$ cat config.mk
export PLATFORM = sky130hd
export DESIGN_NAME = regbus_responder_flat
export DESIGN_NICKNAME = d
export VERILOG_FILES = /design/src/rtl/regbus_pkg.sv /design/src/rtl/regbus_if.sv /design/src/rtl/regbus_responder_opnd_fifo.sv /design/src/rtl/regbus_responder.sv /design/src/flat_wrapper.sv
export SDC_FILE = /design/constraint.sdc
export NUM_CORES = 1
export LEC_CHECK = 0
export CAP_MARGIN = 20
export CORE_MARGIN = 10
export CORE_UTILIZATION = 57
export DETAILED_ROUTE_END_ITERATION = 8
export PLACE_DENSITY_LB_ADDON = 0.3
export SLEW_MARGIN = 20
export SYNTH_ARGS = -nofsm -noshare
export SYNTH_HDL_FRONTEND = slang
export SYNTH_SLANG_ARGS = --single-unit
$ cat constraint.sdc
create_clock -name clk -period 3.5 [get_ports clk]
set_clock_uncertainty 0.2 [all_clocks]
set_input_delay 0.35 -clock clk [delete_from_list [all_inputs] [get_ports clk]]
set_output_delay 0.35 -clock clk [all_outputs]
set_load 0.03 [all_outputs]
$ cat src/rtl/regbus_pkg.sv
// Shared types for the ALU core's BUSREQ responder: request codes and responder FSM states.
package regbus_pkg;

    localparam int unsigned IDX_W = 4;

    typedef enum logic [3:0] {
        REQ_IDLE  = 4'b0000,
        REQ_READ  = 4'b0001,
        REQ_WRITE = 4'b0010,
        REQ_NEXT  = 4'b0011
    } busreq_e;

    typedef enum logic [1:0] {
        IDLE,
        RESP,
        HOLD
    } rsp_state_e;

endpackage

$ cat src/rtl/regbus_if.sv
// Request/response bundle between the ALU core (master) and the regbus responder (slave).
interface regbus_if #(
    parameter int unsigned DATA_W = 8
);
    import regbus_pkg::*;

    logic [IDX_W-1:0]  busreq;
    logic [DATA_W-1:0] wr_data;
    logic [IDX_W-1:0]  opnd_idx;
    logic [DATA_W-1:0] rd_data;
    logic              rsp_valid;
    logic              rsp_err;

    modport master (
        output busreq, wr_data,
        input  opnd_idx, rd_data, rsp_valid, rsp_err
    );

    modport slave (
        input  busreq, wr_data,
        output opnd_idx, rd_data, rsp_valid, rsp_err
    );

endinterface

$ cat src/rtl/regbus_responder_opnd_fifo.sv
// Operand-index FIFO; a push into a full queue is accepted only when a pop frees a slot that cycle.
module opnd_fifo #(
    parameter int unsigned DEPTH = 4,
    parameter int unsigned W     = 4
) (
    input  logic         clk,
    input  logic         rst_n,
    input  logic         push,
    input  logic [W-1:0] din,
    input  logic         pop,
    output logic [W-1:0] dout,
    output logic         full,
    output logic         empty
);
    localparam int unsigned PW = $clog2(DEPTH);

    logic [W-1:0]  mem_q [DEPTH];
    logic [W-1:0]  mem_d [DEPTH];
    logic [PW-1:0] wr_ptr_q, wr_ptr_d;
    logic [PW-1:0] rd_ptr_q, rd_ptr_d;
    logic [PW:0]   count_q, count_d;
    logic          push_ok, pop_ok;

    assign full  = (count_q == (PW+1)'(DEPTH));
    assign empty = (count_q == '0);
    assign dout  = mem_q[rd_ptr_q];

    always_comb begin
        mem_d    = mem_q;
        wr_ptr_d = wr_ptr_q;
        rd_ptr_d = rd_ptr_q;
        count_d  = count_q;
        pop_ok   = pop && !empty;
        push_ok  = push && (!full || pop_ok);
        if (push_ok) begin
            mem_d[wr_ptr_q] = din;
            wr_ptr_d        = wr_ptr_q + PW'(1);
        end
        if (pop_ok) begin
            rd_ptr_d = rd_ptr_q + PW'(1);
        end
        if (push_ok && !pop_ok) begin
            count_d = count_q + (PW+1)'(1);
        end else if (pop_ok && !push_ok) begin
            count_d = count_q - (PW+1)'(1);
        end
    end

    always_ff @(posedge clk or negedge rst_n) begin
        if (!rst_n) begin
            mem_q    <= '{default: '0};
            wr_ptr_q <= '0;
            rd_ptr_q <= '0;
            count_q  <= '0;
        end else begin
            mem_q    <= mem_d;
            wr_ptr_q <= wr_ptr_d;
            rd_ptr_q <= rd_ptr_d;
            count_q  <= count_d;
        end
    end

endmodule

$ cat src/rtl/regbus_responder.sv
// Answers the core's NEXT_OPND / READ_REG / WRITE_REG requests from an operand queue and a
// host-loadable register file; one RESP cycle performs the action, HOLD freezes the response.
module regbus_responder
    import regbus_pkg::*;
#(
    parameter int unsigned DATA_W = 8,
    parameter int unsigned NREGS  = 16,
    parameter int unsigned QDEPTH = 4
) (
    input  logic              clk,
    input  logic              rst_n,
    regbus_if.slave           bus,
    input  logic              q_push,
    input  logic [IDX_W-1:0]  q_idx,
    output logic              q_full,
    output logic              q_empty,
    input  logic              h_we,
    input  logic [IDX_W-1:0]  h_addr,
    input  logic [DATA_W-1:0] h_wdata
);
    rsp_state_e        state_q, state_d;
    logic [IDX_W-1:0]  req_q, req_d;
    logic [IDX_W-1:0]  opnd_q, opnd_d;
    logic [DATA_W-1:0] rd_q, rd_d;
    logic              err_q, err_d;
    logic [DATA_W-1:0] regs_q [NREGS];
    logic [DATA_W-1:0] regs_d [NREGS];
    logic              pop;
    logic [IDX_W-1:0]  head;

    opnd_fifo #(
        .DEPTH (QDEPTH),
        .W     (IDX_W)
    ) u_opnd_fifo (
        .clk   (clk),
        .rst_n (rst_n),
        .push  (q_push),
        .din   (q_idx),
        .pop   (pop),
        .dout  (head),
        .full  (q_full),
        .empty (q_empty)
    );

    assign bus.opnd_idx  = opnd_q;
    assign bus.rd_data   = rd_q;
    assign bus.rsp_valid = (state_q == HOLD);
    assign bus.rsp_err   = err_q;

    always_comb begin
        state_d = state_q;
        req_d   = req_q;
        opnd_d  = opnd_q;
        rd_d    = rd_q;
        err_d   = err_q;
        pop     = 1'b0;
        regs_d  = regs_q;
        // Host write lands first so a same-cycle core write-back overrides it.
        if (h_we) begin
            regs_d[h_addr] = h_wdata;
        end
        unique case (state_q)
            IDLE: begin
                if (bus.busreq != REQ_IDLE) begin
                    req_d   = bus.busreq;
                    state_d = RESP;
                end
            end
            RESP: begin
                state_d = HOLD;
                err_d   = 1'b0;
                case (req_q)
                    REQ_NEXT: begin
                        if (q_empty) begin
                            err_d = 1'b1;
                        end else begin
                            pop    = 1'b1;
                            opnd_d = head;
                        end
                    end
                    REQ_READ:  rd_d = regs_q[opnd_q];
                    REQ_WRITE: begin
                        regs_d[opnd_q] = bus.wr_data;
                        rd_d           = bus.wr_data;
                    end
                    default:   err_d = 1'b1;
                endcase
            end
            HOLD: begin
                if (bus.busreq == REQ_IDLE) begin
                    state_d = IDLE;
                    err_d   = 1'b0;
                end else if (bus.busreq != req_q) begin
                    req_d   = bus.busreq;
                    state_d = RESP;
                    err_d   = 1'b0;
                end
            end
            default: state_d = IDLE;
        endcase
    end

    always_ff @(posedge clk or negedge rst_n) begin
        if (!rst_n) begin
            state_q <= IDLE;
            req_q   <= '0;
            opnd_q  <= '0;
            rd_q    <= '0;
            err_q   <= 1'b0;
            regs_q  <= '{default: '0};
        end else begin
            state_q <= state_d;
            req_q   <= req_d;
            opnd_q  <= opnd_d;
            rd_q    <= rd_d;
            err_q   <= err_d;
            regs_q  <= regs_d;
        end
    end

endmodule
$ cat src/flat_wrapper.sv
// flat-port wrapper written by rule: the top's interface ports become plain ports
module regbus_responder_flat import regbus_pkg::*;
#(
    parameter int unsigned DATA_W = 8,
    parameter int unsigned NREGS  = 16,
    parameter int unsigned QDEPTH = 4
)
  (clk, rst_n, q_push, q_idx, q_full, q_empty, h_we, h_addr, h_wdata, bus_busreq, bus_wr_data, bus_opnd_idx, bus_rd_data, bus_rsp_valid, bus_rsp_err);
  regbus_if #(.DATA_W(DATA_W)) bus_i ();
  input  logic clk;
  input  logic rst_n;
  input  logic q_push;
  input  logic [IDX_W-1:0] q_idx;
  output logic q_full;
  output logic q_empty;
  input  logic h_we;
  input  logic [IDX_W-1:0] h_addr;
  input  logic [DATA_W-1:0] h_wdata;
  input wire logic [$bits(bus_i.busreq)-1:0] bus_busreq;
  input wire logic [$bits(bus_i.wr_data)-1:0] bus_wr_data;
  output wire logic [$bits(bus_i.opnd_idx)-1:0] bus_opnd_idx;
  output wire logic [$bits(bus_i.rd_data)-1:0] bus_rd_data;
  output wire logic [$bits(bus_i.rsp_valid)-1:0] bus_rsp_valid;
  output wire logic [$bits(bus_i.rsp_err)-1:0] bus_rsp_err;
  assign bus_i.busreq = bus_busreq;
  assign bus_i.wr_data = bus_wr_data;
  assign bus_opnd_idx = bus_i.opnd_idx;
  assign bus_rd_data = bus_i.rd_data;
  assign bus_rsp_valid = bus_i.rsp_valid;
  assign bus_rsp_err = bus_i.rsp_err;
  regbus_responder #(.DATA_W(DATA_W), .NREGS(NREGS), .QDEPTH(QDEPTH)) u_core (.clk(clk), .rst_n(rst_n), .bus(bus_i), .q_push(q_push), .q_idx(q_idx), .q_full(q_full), .q_empty(q_empty), .h_we(h_we), .h_addr(h_addr), .h_wdata(h_wdata));
endmodule
# Word-level counts from Yosys, hierarchy flattened
# Index checks and enable logic that the tools add are counted.
# word_totals
ff_bits	170
inputBits	32
output_inout_bits	16
# op_classes
n_addsub	4
n_lt_le_gt_ge	7
eq_ne	11
mux	37
bitwise	5
reduce_logical	26
# ops
cell	count
$mux W128	3
$bwmux W128	2
$demux W8 S4	2
$bmux W8 S4	1
$mux W8	4
$mux W4	6
$bwmux W16	1
$pmux W8 S2	1
$ge A5 B5 Y1 const B	2
$lt A5 B1 Y1 const B	2
$not A4 Y5	2
$bmux W4 S2	1
$demux W4 S2	1
$eq A4 B2 Y1 const B	2
$pmux W4 S2	1
$reduce_bool A2 Y1	4
$logic_and A1 B1 Y1	7
$ge A3 B3 Y1 const B	2
$mux W1	6
$mux W2	3
$mux W3	2
$not A2 Y3	2
$pmux W2 S3	1
$reduce_and A2 Y1	3
23 further kinds	29

# Longest topological paths before layout
# Gate-level depths: netlist of run 1.
# depth
depth_word	11
mapped_depth	10
depth_no_buf	9

# By module
# From an unflattened synthesis of run 1, not the netlist that was laid out.
# hier_totals
cells_unflattened	897
area_unflattened_um2	9374.0
# by_module_without_submodules
mod	instances	cells_per_inst	area_each_um2	seq_area_each_um2
regbus_responder	1	821	8265.4	3678.5
opnd_fifo	1	76	1108.6	575.6

# Least setup slack after synthesis of run 1
# Ideal clock, no wire load.
# synth_path
path_type	register to register
startpoint	reg u_core.req_q[3]
endpoint	reg u_core.u_opnd_fifo.count_q[2]
setup_ns	0.080
t_arrival_ns	2.390
required_time_ns	3.220
slack_ns	0.830
stages_incl_launch_ff	10
path_buffers	0
synth_period_minus_slack_ns	2.670
path_cell_list	dfrtp_1 nor4b_4 a41oi_1 nor2b_2 ha_1 inv_1 fa_1 xor2_1 nor2_1 xnor2_1
# synth_via
elab_chain_cells	9
# synth_lines
element	line_no	source
from (decl)	regbus_responder.sv:22	logic [IDX_W-1:0] req_q, req_d;
from (signal assigned)	regbus_responder.sv:113	req_q <= req_d;
$eq A4 B2 Y1 *	regbus_responder.sv:72	case (req_q)
$mux W1 *	regbus_responder.sv:72	
$mux W1 *	regbus_responder.sv:62	unique case (state_q)
$logic_and A1 B1 Y1 *	regbus_responder_opnd_fifo.sv:33	pop_ok = pop && !empty;
$logic_or A1 B1 Y1 *	regbus_responder_opnd_fifo.sv:34	push_ok = push && (!full || pop_ok);
$logic_and A1 B1 Y1 *	regbus_responder_opnd_fifo.sv:34	
named net u_core.u_opnd_fifo.push_ok	regbus_responder_opnd_fifo.sv:22	logic push_ok, pop_ok;
$logic_not A1 Y1	regbus_responder_opnd_fifo.sv:44	end else if (pop_ok && !push_ok) begin
$logic_and A1 B1 Y1	regbus_responder_opnd_fifo.sv:44	
$reduce_bool A2 Y1 (no source line)	--	
to (signal assigned)	regbus_responder_opnd_fifo.sv:59	count_q <= count_d;
to (decl)	regbus_responder_opnd_fifo.sv:21	logic [PW:0] count_q, count_d;
# The timed path passes the listed nets; every way through them passes the cells marked *.
# A chain may end at the register's enable or synchronous reset.

# Worst setup path after layout of run 1
# layout_path
startpoint	reg u_core.opnd_q[3], in the netlist u_core.bus.opnd_idx[3]
endpoint	out bus_opnd_idx[3]
# layout_lines
element	line_no	source
from (decl)	regbus_responder.sv:23	logic [IDX_W-1:0] opnd_q, opnd_d;
from (signal assigned)	regbus_responder.sv:114	opnd_q <= opnd_d;
to (decl)	flat_wrapper.sv:21	output wire logic [$bits(bus_i.opnd_idx)-1:0] bus_opnd_idx;
# No word-level cell between the ends.

==> results of run 1 <==
==> cells by family (layout without fill, tap and decap cells) <==
group / Yosys count / after routing
adder cells (fa/ha/maj): 6 / 6
XOR/XNOR: 11 / 11
multiplexers: 211 / 211
AND/OR/NAND/NOR: 242 / 242
AO/OA/AOI/OAI: 186 / 186
buffers and inverters: 83 / 118
flip-flops: 170 / 170
==> per-stage QoR <==
step	hold WS (ps)	utilization, %
6_report	301	66.3
5_1_grt	328	66.3
4_1_cts	307	66.3
3_5_place_dp	286	62.5
3_3_place_gp	278	62.5
2_1_floorplan	-146	-
==> power by group <==
| part | switching [mW] | leakage (nW) | total, mW | internal [mW] |
|---|---|---|---|---|
| logic | 1.56 | 2.17 | 3.04 | 1.48 |
| registers | 0.714 | 2.01 | 3.46 | 2.74 |
| clock network | 0.838 | 0.280 | 1.91 | 1.07 |
| total | 3.11 | 4.46 | 8.41 | 5.29 |
==> routing by layer <==
layer / track usage [%] / wire [um] / up-vias
li1: - / - / 3270
met5: 0 / 0 / -
met1: 32.0 / 11300 / 3512
met3: 5.28 / 1520 / 47
met4: 9.56 / 792 / 0
met2: 33.9 / 11100 / 268
==> worst reg2reg max path, stage by stage (launching register included) <==
cell	delay, ps
dfrtp_1	460
nor4b_4	290
buf_4	210
a41oi_1	280
nor2b_2	270
ha_1	210
inv_1	60
fa_1	370
xor2_1	170
nor2_1	110
xnor2_1	120
==> placed cells by master, fill, tap and decap left out, types with 5 or more instances in the layout <==
cell and n:
xor2_1 6, inv_1 8, a21o_1 5, mux4_2 12, xnor2_1 5, buf_4 27, nand2_1 73, nor2b_1 6
nor4_1 8, nand4_1 10, mux2_2 23, dfrtp_1 169, o31ai_1 5, mux2i_1 176, o22ai_1 7, o21ai_0 60
a21oi_1 87, a221oi_1 6, ha_1 5, nor2_1 103, clkbuf_16 17, nand3b_1 7, nand2b_1 9, inv_6 5
clkdlybuf4s50_1 46
==> flip-flops by register name (all words and copies together) (netlist names) <==
| signal | count |
|---|---|
| u_core.u_opnd_fifo.mem_q | 16 |
| u_core.u_opnd_fifo.wr_ptr_q | 2 |
| u_core.state_q | 2 |
| u_core.bus.rd_data | 8 |
| u_core.req_q | 4 |
| u_core.bus.rsp_err | 1 |
| u_core.bus.opnd_idx | 4 |
| u_core.regs_q | 128 |
| u_core.u_opnd_fifo.rd_ptr_q | 2 |
| u_core.u_opnd_fifo.count_q | 3 |
==> what timing repair did <==
| action | 4_1_cts | 5_1_grt |
|---|---|---|
| endpoints found under the setup margin | 0 | 0 |
| endpoints found under the hold margin | 85 | 0 |
| hold buffers | 1 | 0 |
==> worst paths after layout <==
kind	to	startpoint	slack, ps
worst max-delay path	bus_opnd_idx[3]	u_core.bus.opnd_idx[3]$_DFFE_PN0P_	670
worst min-delay path	u_core.u_opnd_fifo.mem_q[7]$_DFFE_PN0P_	u_core.u_opnd_fifo.mem_q[7]$_DFFE_PN0P_	300
worst max register to register	u_core.u_opnd_fifo.count_q[2]$_DFFE_PN0P_	u_core.req_q[3]$_DFFE_PN0P_	680
worst min register to register	u_core.u_opnd_fifo.mem_q[7]$_DFFE_PN0P_	u_core.u_opnd_fifo.mem_q[7]$_DFFE_PN0P_	300
max in group asynchronous	u_core.regs_q[110]$_DFF_PN0_	rst_n	1970
min in group asynchronous	u_core.u_opnd_fifo.mem_q[9]$_DFFE_PN0P_	rst_n	340
==> layout make-up <==
cell class | count | area share, %
Inverter | 9 | 0.320
Clock inverter | 14 | 1.52
Tap cell | 216 | 2.56
Timing Repair Buffer | 77 | 6.86
Multi-Input combinational cell | 656 | 44.4
Sequential cell | 170 | 40.3
Clock buffer | 18 | 4.06
==> metrics, run 1 <==
Area growth syn-to-layout 13.5%; hpwl dp 16,500 um; initial DRC count 612; RSZ-0062 raised after global routing false; Max H-tree Level 4; final setup margin 674 ps; Post-Syn Instances 909; Worst Path Buf+Inv 1; mux contribution to synthesized area 24.6%; Compound-Gate Fraction of Synth Area 11.1%; Cell Count Post-Placement 1,127; fin crit period 2830 ps; top cells by area, synth dfrtp_1, mux2i_1, a21oi_1; XOR/XNOR share of the synthesized area 1.04%; status finished, final reports clean; Num CTS Buffers 17; commonest cells in the synthesized netlist mux2i_1, dfrtp_1, nor2_1, a21oi_1, nand2_1; TritonCTS clock tree yes; initial antenna violation count 0; top-level I/O count 48; Ant. Diodes 0; Slew Viols, Final 0; final-report setup violation count 0; HP Class reg -> reg; Clock transition at path regs 70 ps; total power 8.41 mW; Wirelength per Cell 21.2 um; port bufs 47; final worst path period share 80.7%; post-synthesis adder-cell area fraction 0.888%; Pleak 4.46 nW; largest net degree at the start of global routing 89; post-CTS setup buffer count 0; EDFF count, synth 0; first-pass GRT wire length 39,700 um; vias 7,097; total die area 21,800 um2; Top delay family on crit path flip-flops; critical path arrival 2280 ps; fillers 1,249; Main synth FF type dfrtp_1; core area 15,900 um2; Crit path required time 2950 ps; fmax 354 MHz; maxcap violations 0; placed instance area 9960 um2; GP Congestion 0.853; Simple-Gate Fraction of Synth Area 12.8%; worst vdd ir 0.626 mV; Crit Path Class reg -> out; register area share after synthesis 45.7%; row cnt 46; top-count cell post-synth mux2i_1; max incr delay on CP 1000 ps; Die Width 148 um; Synth Register Bits 170; cts repair resizes 0; Seq. cell area 4260 um2; CP endpoint kind output port; routed wire length 24,600 um; vias in the first global route 7,072; first-pass detailed-route iteration total 5; largest area contributor in the netlist dfrtp_1; DR DRC count 0; Yosys Warn Count 0; worst-margin pin slew 1000 ps; FF-to-FF path depth 10; largest family of logic cells by synthesized area multiplexers; via/cell ratio 6.12; area fraction of the dominant cell type after synthesis 45.7%; Non-Filler Instances 1,160; setup slack at placement 696 ps; synthesized area per cell 10.2 um2; CTS sink cnt 170; Antenna Nets Post-Route 0; Clock Latency Late Sink 430 ps; multi-input logic area 4690 um2; worst-path cell chain clkdlybuf4s50_1; slowest CP cell dfrtp_1; power per cell area 796 nW/um2; Async S/R FF share, synth 100%; Synth cell types 56; final hold viol count 0; maximum fanout along the worst path 24; root buffer cell clkbuf_16; GR Util All Layers 23.0%; launching element type of the critical path flip-flop; relative slew slack 33.1%; Hold Path Cell Cnt 1; syn nets 947; synthesized area 9300 um2; Final Instance Area 10,600 um2; layout cell share with drive strength beyond 1 11.7%; CTS Buffer Depth 2; nets@finish 969; Initial Util 58.4%; Die Y 148 um; Congestion Overflow GR 0; Stages on worst setup path 1; TNS Setup 0 ps
(Power assumes the default switching activity.)
==> run 2: changes to the inputs <==
==> constraint.sdc (replaced) <==
create_clock -name clk -period 2.85 [get_ports clk]
set_clock_uncertainty 0.2 [all_clocks]
set_input_delay 0.285 -clock clk [delete_from_list [all_inputs] [get_ports clk]]
set_output_delay 0.285 -clock clk [all_outputs]
set_load 0.03 [all_outputs]
==> run 2 against run 1 <==
  * Setup slack lost 520 ps
  * Clock power up 28%
  * Utilization grew 1.7 points
  * Wire length is 3.6% higher
  * Sequential share of layout area down 0.98 points
  * Highest routed layer unchanged
  * Combinational power up 32%
==> metrics, run 2 (synthesis results as in run 1) <==
CTS sink cnt 170 (unchanged); Ant. Diodes 0 (unchanged); Top delay family on crit path flip-flops (unchanged); CTS Buffer Depth 2 (unchanged); GR Util All Layers 23.8% (was 23.0%); top-level I/O count 48 (unchanged); fmax 371 MHz; Final Instance Area 10,800 um2 (was 10,600 um2); Initial Util 58.4% (unchanged); total die area 21,800 um2 (unchanged); initial DRC count 759 (was 612); core area 15,900 um2 (unchanged); Die Y 148 um (unchanged); maximum fanout along the worst path 18 (was 24); hold bufs inserted after CTS 1 (unchanged); hpwl dp 17,500 um (was 16,500 um); TritonCTS clock tree yes (unchanged); row cnt 46 (unchanged); worst-path cell chain clkdlybuf4s50_1 (unchanged); max incr delay on CP 930 ps (was 1000 ps); Clock Latency Late Sink 440 ps (was 430 ps); vias in the first global route 7,088 (was 7,072); routed wire length 25,500 um (was 24,600 um); DR DRC count 0 (unchanged); Wirelength per Cell 21.5 um (was 21.2 um); Crit Path Class reg -> out (unchanged); largest net degree at the start of global routing 61 (was 89); HP Class in -> async (was reg -> reg); Die Width 148 um (unchanged); worst-margin pin slew 889 ps (was 1000 ps); Clock transition at path regs 70 ps (about the same); relative slew slack 40.7% (was 33.1%); via/cell ratio 6.06 (was 6.12); TNS Setup 0 ps (unchanged); commonest non-fill, non-tap cell in the layout mux2i_1 (unchanged); post-CTS setup buffer count 0 (unchanged); final hold viol count 0 (unchanged); Antenna Nets Post-Route 0 (unchanged); launching element type of the critical path flip-flop (unchanged); Crit path required time 2370 ps (was 2950 ps); vias 7,198 (was 7,097); fillers 1,217 (was 1,249); GP Congestion 0.932 (was 0.853); first-pass GRT wire length 40,700 um (was 39,700 um); critical path arrival 2210 ps (was 2280 ps); Worst Path Buf+Inv 1 (unchanged); worst vdd ir 0.600 mV (was 0.626 mV); placed instance area 10,200 um2 (was 9960 um2); fin crit period 2690 ps; Congestion Overflow GR 0 (unchanged); first-pass detailed-route iteration total 5 (unchanged); Largest Register u_core.regs_q (unchanged); initial antenna violation count 0 (unchanged); max reg flops 128 (unchanged); power per cell area 979 nW/um2 (was 796 nW/um2); commonest cells after routing, fill and taps aside mux2i_1, dfrtp_1, nor2_1 (unchanged); total power 10.6 mW (was 8.41 mW); maxcap violations 0 (unchanged); port bufs 47 (unchanged); Max H-tree Level 4 (unchanged); nets@finish 997 (was 969); layout cell share with drive strength beyond 1 14.3% (was 11.7%); Slew Viols, Final 0 (unchanged); Pleak 4.62 nW (was 4.46 nW); CP endpoint kind output port (unchanged); cts repair resizes 0 (unchanged); RSZ-0062 raised after global routing false (unchanged); final worst path period share 94.5%; final-report setup violation count 0 (unchanged); root buffer cell clkbuf_16 (unchanged); status finished, final reports clean (unchanged); Num CTS Buffers 17 (unchanged); smallest hold slack 154 ps (was 301 ps); slowest CP cell dfrtp_1 (unchanged); Area growth syn-to-layout 16.4% (was 13.5%)
run 2: changes by cell type in the layout (fill, tap and decap cells not counted):
cell        delta
buf_4         +26
buf_12         +2
clkbuf_8       +2
clkinv_2       +2
clkinvlp_4     -2
inv_6          -2
bufinv_16      +1
clkbuf_1       -1
clkinv_4       +1
inv_8          -1
run 2: cell type report:
cell class | instances | area [um2] | share of cell area, %
Multi-Input combinational cell | 656 | 4690 | 43.3
Sequential cell | 170 | 4260 | 39.3
Timing Repair Buffer | 105 | 960 | 8.86
Clock buffer | 19 | 453 | 4.18
Tap cell | 216 | 270 | 2.50
Clock inverter | 13 | 165 | 1.53
Inverter | 9 | 33.8 | 0.312
run 2: stage by stage:
stage               worst slack, ps  utilization (%)  instances
floorplan                       180                -        909
global placement                315             64.0       1155
detailed placement              251             64.0       1155
CTS                             146             67.9       1188
global route                    117             67.9       1188
finish                          157             67.9       1188
run 2: report_power, final:
part	leakage (nW)	internal [mW]	switching [mW]
combinational	2.31	1.91	2.09
sequential	2.01	3.37	0.786
clock	0.304	1.43	1.00
total	4.62	6.71	3.88
run 2: per-layer routing:
| layer | GRT usage [%] | vias to the layer above | wire, um | share of wire (%) |
|---|---|---|---|---|
| met4 | 9.27 | 0 | 652 | 2.6 |
| met1 | 33.5 | 3535 | 11500 | 45 |
| met5 | 0 | - | 0 | 0 |
| li1 | - | 3339 | - | - |
| met3 | 4.64 | 44 | 1840 | 7.2 |
| met2 | 35.4 | 280 | 11500 | 45 |
run 2: path summary, 6_finish.rpt:
path,slack (ps),depth (start not counted),startpoint,end
worst max-delay path,160,1,u_core.bus.opnd_idx[3]$_DFFE_PN0P_,bus_opnd_idx[3]
worst min-delay path,150,2,rst_n,u_core.u_opnd_fifo.mem_q[9]$_DFFE_PN0P_
worst max register to register,220,7,u_core.u_opnd_fifo.count_q[1]$_DFFE_PN0P_,u_core.u_opnd_fifo.count_q[1]$_DFFE_PN0P_
worst min register to register,290,2,u_core.bus.opnd_idx[0]$_DFFE_PN0P_,u_core.bus.opnd_idx[0]$_DFFE_PN0P_
max in group asynchronous,1560,3,rst_n,u_core.regs_q[36]$_DFF_PN0_
min in group clk,290,2,u_core.bus.opnd_idx[0]$_DFFE_PN0P_,u_core.bus.opnd_idx[0]$_DFFE_PN0P_
==> run 3: changes to the inputs <==
--- a/config.mk
+++ b/config.mk
@@ -9,6 +9,7 @@
 export CORE_MARGIN = 10
 export CORE_UTILIZATION = 57
 export DETAILED_ROUTE_END_ITERATION = 8
+export MAX_ROUTING_LAYER = met4
 export PLACE_DENSITY_LB_ADDON = 0.3
 export SLEW_MARGIN = 20
 export SYNTH_ARGS = -nofsm -noshare
==> constraint.sdc (replaced) <==
create_clock -name clk -period 2.9 [get_ports clk]
set_clock_uncertainty 0.2 [all_clocks]
set_input_delay 0.29 -clock clk [delete_from_list [all_inputs] [get_ports clk]]
set_output_delay 0.29 -clock clk [all_outputs]
set_load 0.03 [all_outputs]
==> run 3 against run 2 <==
  * Critical path depth unchanged
  * Sequential power about the same
  * First-iteration DRC count decreased by 24%
  * Register-to-register slack improved by 70 ps
  * Utilization decreased by 0.45 points
  * Clock power decreased by 13%
  * Final cell count unchanged
  * Total power decreased by 4.0%
  * Die area unchanged
  * Wire length increased by 0.39%
  * Non-clock buffer count unchanged
  * Via count increased by 0.11%
  * Critical path type unchanged
==> metrics, run 3 (synthesis results as in run 1) <==
critical path arrival 2200 ps (was 2210 ps); FF-to-FF path depth 7 (unchanged); Crit path required time 2410 ps (was 2370 ps); commonest non-fill, non-tap cell in the layout mux2i_1 (unchanged); slowest CP cell dfrtp_1 (unchanged); fin crit period 2690 ps; Num CTS Buffers 17 (unchanged); Antenna Nets Post-Route 0 (unchanged); commonest cells after routing, fill and taps aside mux2i_1, dfrtp_1, nor2_1 (unchanged); root buffer cell clkbuf_16 (unchanged); fillers 1,230 (was 1,217); first-pass GRT wire length 40,000 um (was 40,700 um); largest net degree at the start of global routing 60 (was 61); Stages on worst setup path 1 (unchanged); GP Congestion 0.908 (was 0.932); final worst path period share 92.9%; total die area 21,800 um2 (unchanged); worst-path cell chain clkdlybuf4s50_1 (unchanged); HP Class in -> async (unchanged); CTS Buffer Depth 2 (unchanged); Worst Path Buf+Inv 1 (unchanged); Slew Viols, Final 0 (unchanged); core area 15,900 um2 (unchanged); launching element type of the critical path flip-flop (unchanged); Area growth syn-to-layout 15.6% (was 16.4%); DR DRC count 0 (unchanged); Top delay family on crit path flip-flops (unchanged); port bufs 47 (unchanged); via/cell ratio 6.07 (was 6.06); Largest Register u_core.regs_q (unchanged); top-level I/O count 48 (unchanged); TritonCTS clock tree yes (unchanged); Initial Util 58.4% (unchanged); Die Y 148 um (unchanged); power per cell area 945 nW/um2 (was 979 nW/um2); Reg2Reg Setup Slack 290 ps (was 220 ps); RSZ-0062 raised after global routing false (unchanged); Clock Latency Late Sink 430 ps (was 440 ps); start point of the critical path u_core.bus.opnd_idx[3]$_DFFE_PN0P_ (unchanged); Congestion Overflow GR 0 (unchanged); GR Util All Layers 24.1% (was 23.8%); vias in the first global route 6,906 (was 7,088); Ant. Diodes 0 (unchanged); status finished, final reports clean (unchanged); hpwl dp 17,200 um (was 17,500 um); row cnt 46 (unchanged); vias 7,206 (was 7,198); final hold viol count 0 (unchanged); CP endpoint kind output port (unchanged); final-report setup violation count 0 (unchanged); Wirelength per Cell 21.6 um (was 21.5 um); TNS Setup 0 ps (unchanged); Die Width 148 um (unchanged); routed wire length 25,600 um (was 25,500 um); maxcap violations 0 (unchanged); initial antenna violation count 0 (unchanged); Clock transition at path regs 70 ps (about the same); worst-margin pin slew 913 ps (was 889 ps); FF-to-FF End u_core.u_opnd_fifo.count_q[1]$_DFFE_PN0P_ (unchanged); cts repair resizes 0 (unchanged); first-pass detailed-route iteration total 5 (unchanged); CTS sink cnt 170 (unchanged); Pleak 4.58 nW (was 4.62 nW); layout cell share with drive strength beyond 1 14.3% (unchanged); maximum fanout along the worst path 19 (was 18); max incr delay on CP 940 ps (was 930 ps); initial DRC count 574 (was 759); Cell Count Post-Placement 1,155 (unchanged); fmax 371 MHz; worst vdd ir 0.622 mV (was 0.600 mV); crit path to bus_opnd_idx[3] (unchanged); Non-Filler Instances 1,188 (unchanged); Worst R2R Start u_core.u_opnd_fifo.count_q[0]$_DFFE_PN0P_ (was u_core.u_opnd_fifo.count_q[1]$_DFFE_PN0P_); relative slew slack 39.1% (was 40.7%); Crit Path Class reg -> out (unchanged); Max H-tree Level 4 (unchanged); nets@finish 997 (unchanged); max reg flops 128 (unchanged)
==> run 3: cell types whose count changed in the layout (fill, tap and decap cells not counted) <==
| cell | before | now |
|---|---|---|
| bufinv_16 | 3 | 0 |
| clkinvlp_4 | 1 | 4 |
| clkinv_2 | 3 | 4 |
| clkinv_4 | 3 | 2 |
==> run 3: power by group <==
group	switching (mW)	leakage [nW]	total, mW	internal [mW]
Clock	0.987	0.262	2.13	1.14
Combinational	2.02	2.31	3.91	1.89
Sequential	0.815	2.01	4.13	3.31
Total	3.83	4.58	10.2	6.34
==> run 3: area by class of cell <==
| class | instances | area, um2 | share of cell area [%] |
|---|---|---|---|
| tap | 216 | 270 | 2.51 |
| inverter | 9 | 33.8 | 0.314 |
| clock buffer | 19 | 453 | 4.21 |
| multi-input combinational | 656 | 4690 | 43.6 |
| timing repair buffer | 105 | 960 | 8.92 |
| sequential | 170 | 4260 | 39.6 |
| clock inverter | 13 | 93.8 | 0.872 |
==> run 3: repair_timing <==
item                                    4_1_cts  5_1_grt
endpoints found under the setup margin        0        0
hold buffers                                  1        0
endpoints found under the hold margin        52        0
buffers inserted                              0        0
==> run 3: layer usage <==
metal  up-vias  track usage [%]  part of all wire [%]
li1       3338                -                     -
met2       335             35.8                    45
met3        55             6.04                   8.1
met1      3478             32.0                    44
met4         0             6.99                   2.4
met5         -                -                     0
==> run 3: worst min path at each step <==
stage,cells past startpoint,start,endpoint,slack (ps)
detailed placement,1,rst_n,u_core.u_opnd_fifo.mem_q[9]$_DFFE_PN0P_,80
global placement,1,rst_n,u_core.u_opnd_fifo.mem_q[9]$_DFFE_PN0P_,80
global route,2,rst_n,u_core.u_opnd_fifo.mem_q[9]$_DFFE_PN0P_,210
finish,2,rst_n,u_core.u_opnd_fifo.mem_q[9]$_DFFE_PN0P_,180
floorplan,0,rst_n,u_core.bus.opnd_idx[0]$_DFFE_PN0P_,-210
CTS,2,rst_n,u_core.u_opnd_fifo.wr_ptr_q[0]$_DFFE_PN0P_,200
==> run 3: per-stage QoR <==
stage	power (mW)	setup WS, ps	hold slack (ps)	utilization [%]	instance area (um2)
after floorplan	6.64	230	-206	-	9300
after global placement	7.85	366	84.0	64.0	10200
after detailed placement	8.00	323	83.3	64.0	10200
after CTS	10.1	236	199	67.5	10800
after global routing	10.7	127	211	67.5	10800
final	10.2	207	185	67.5	10800
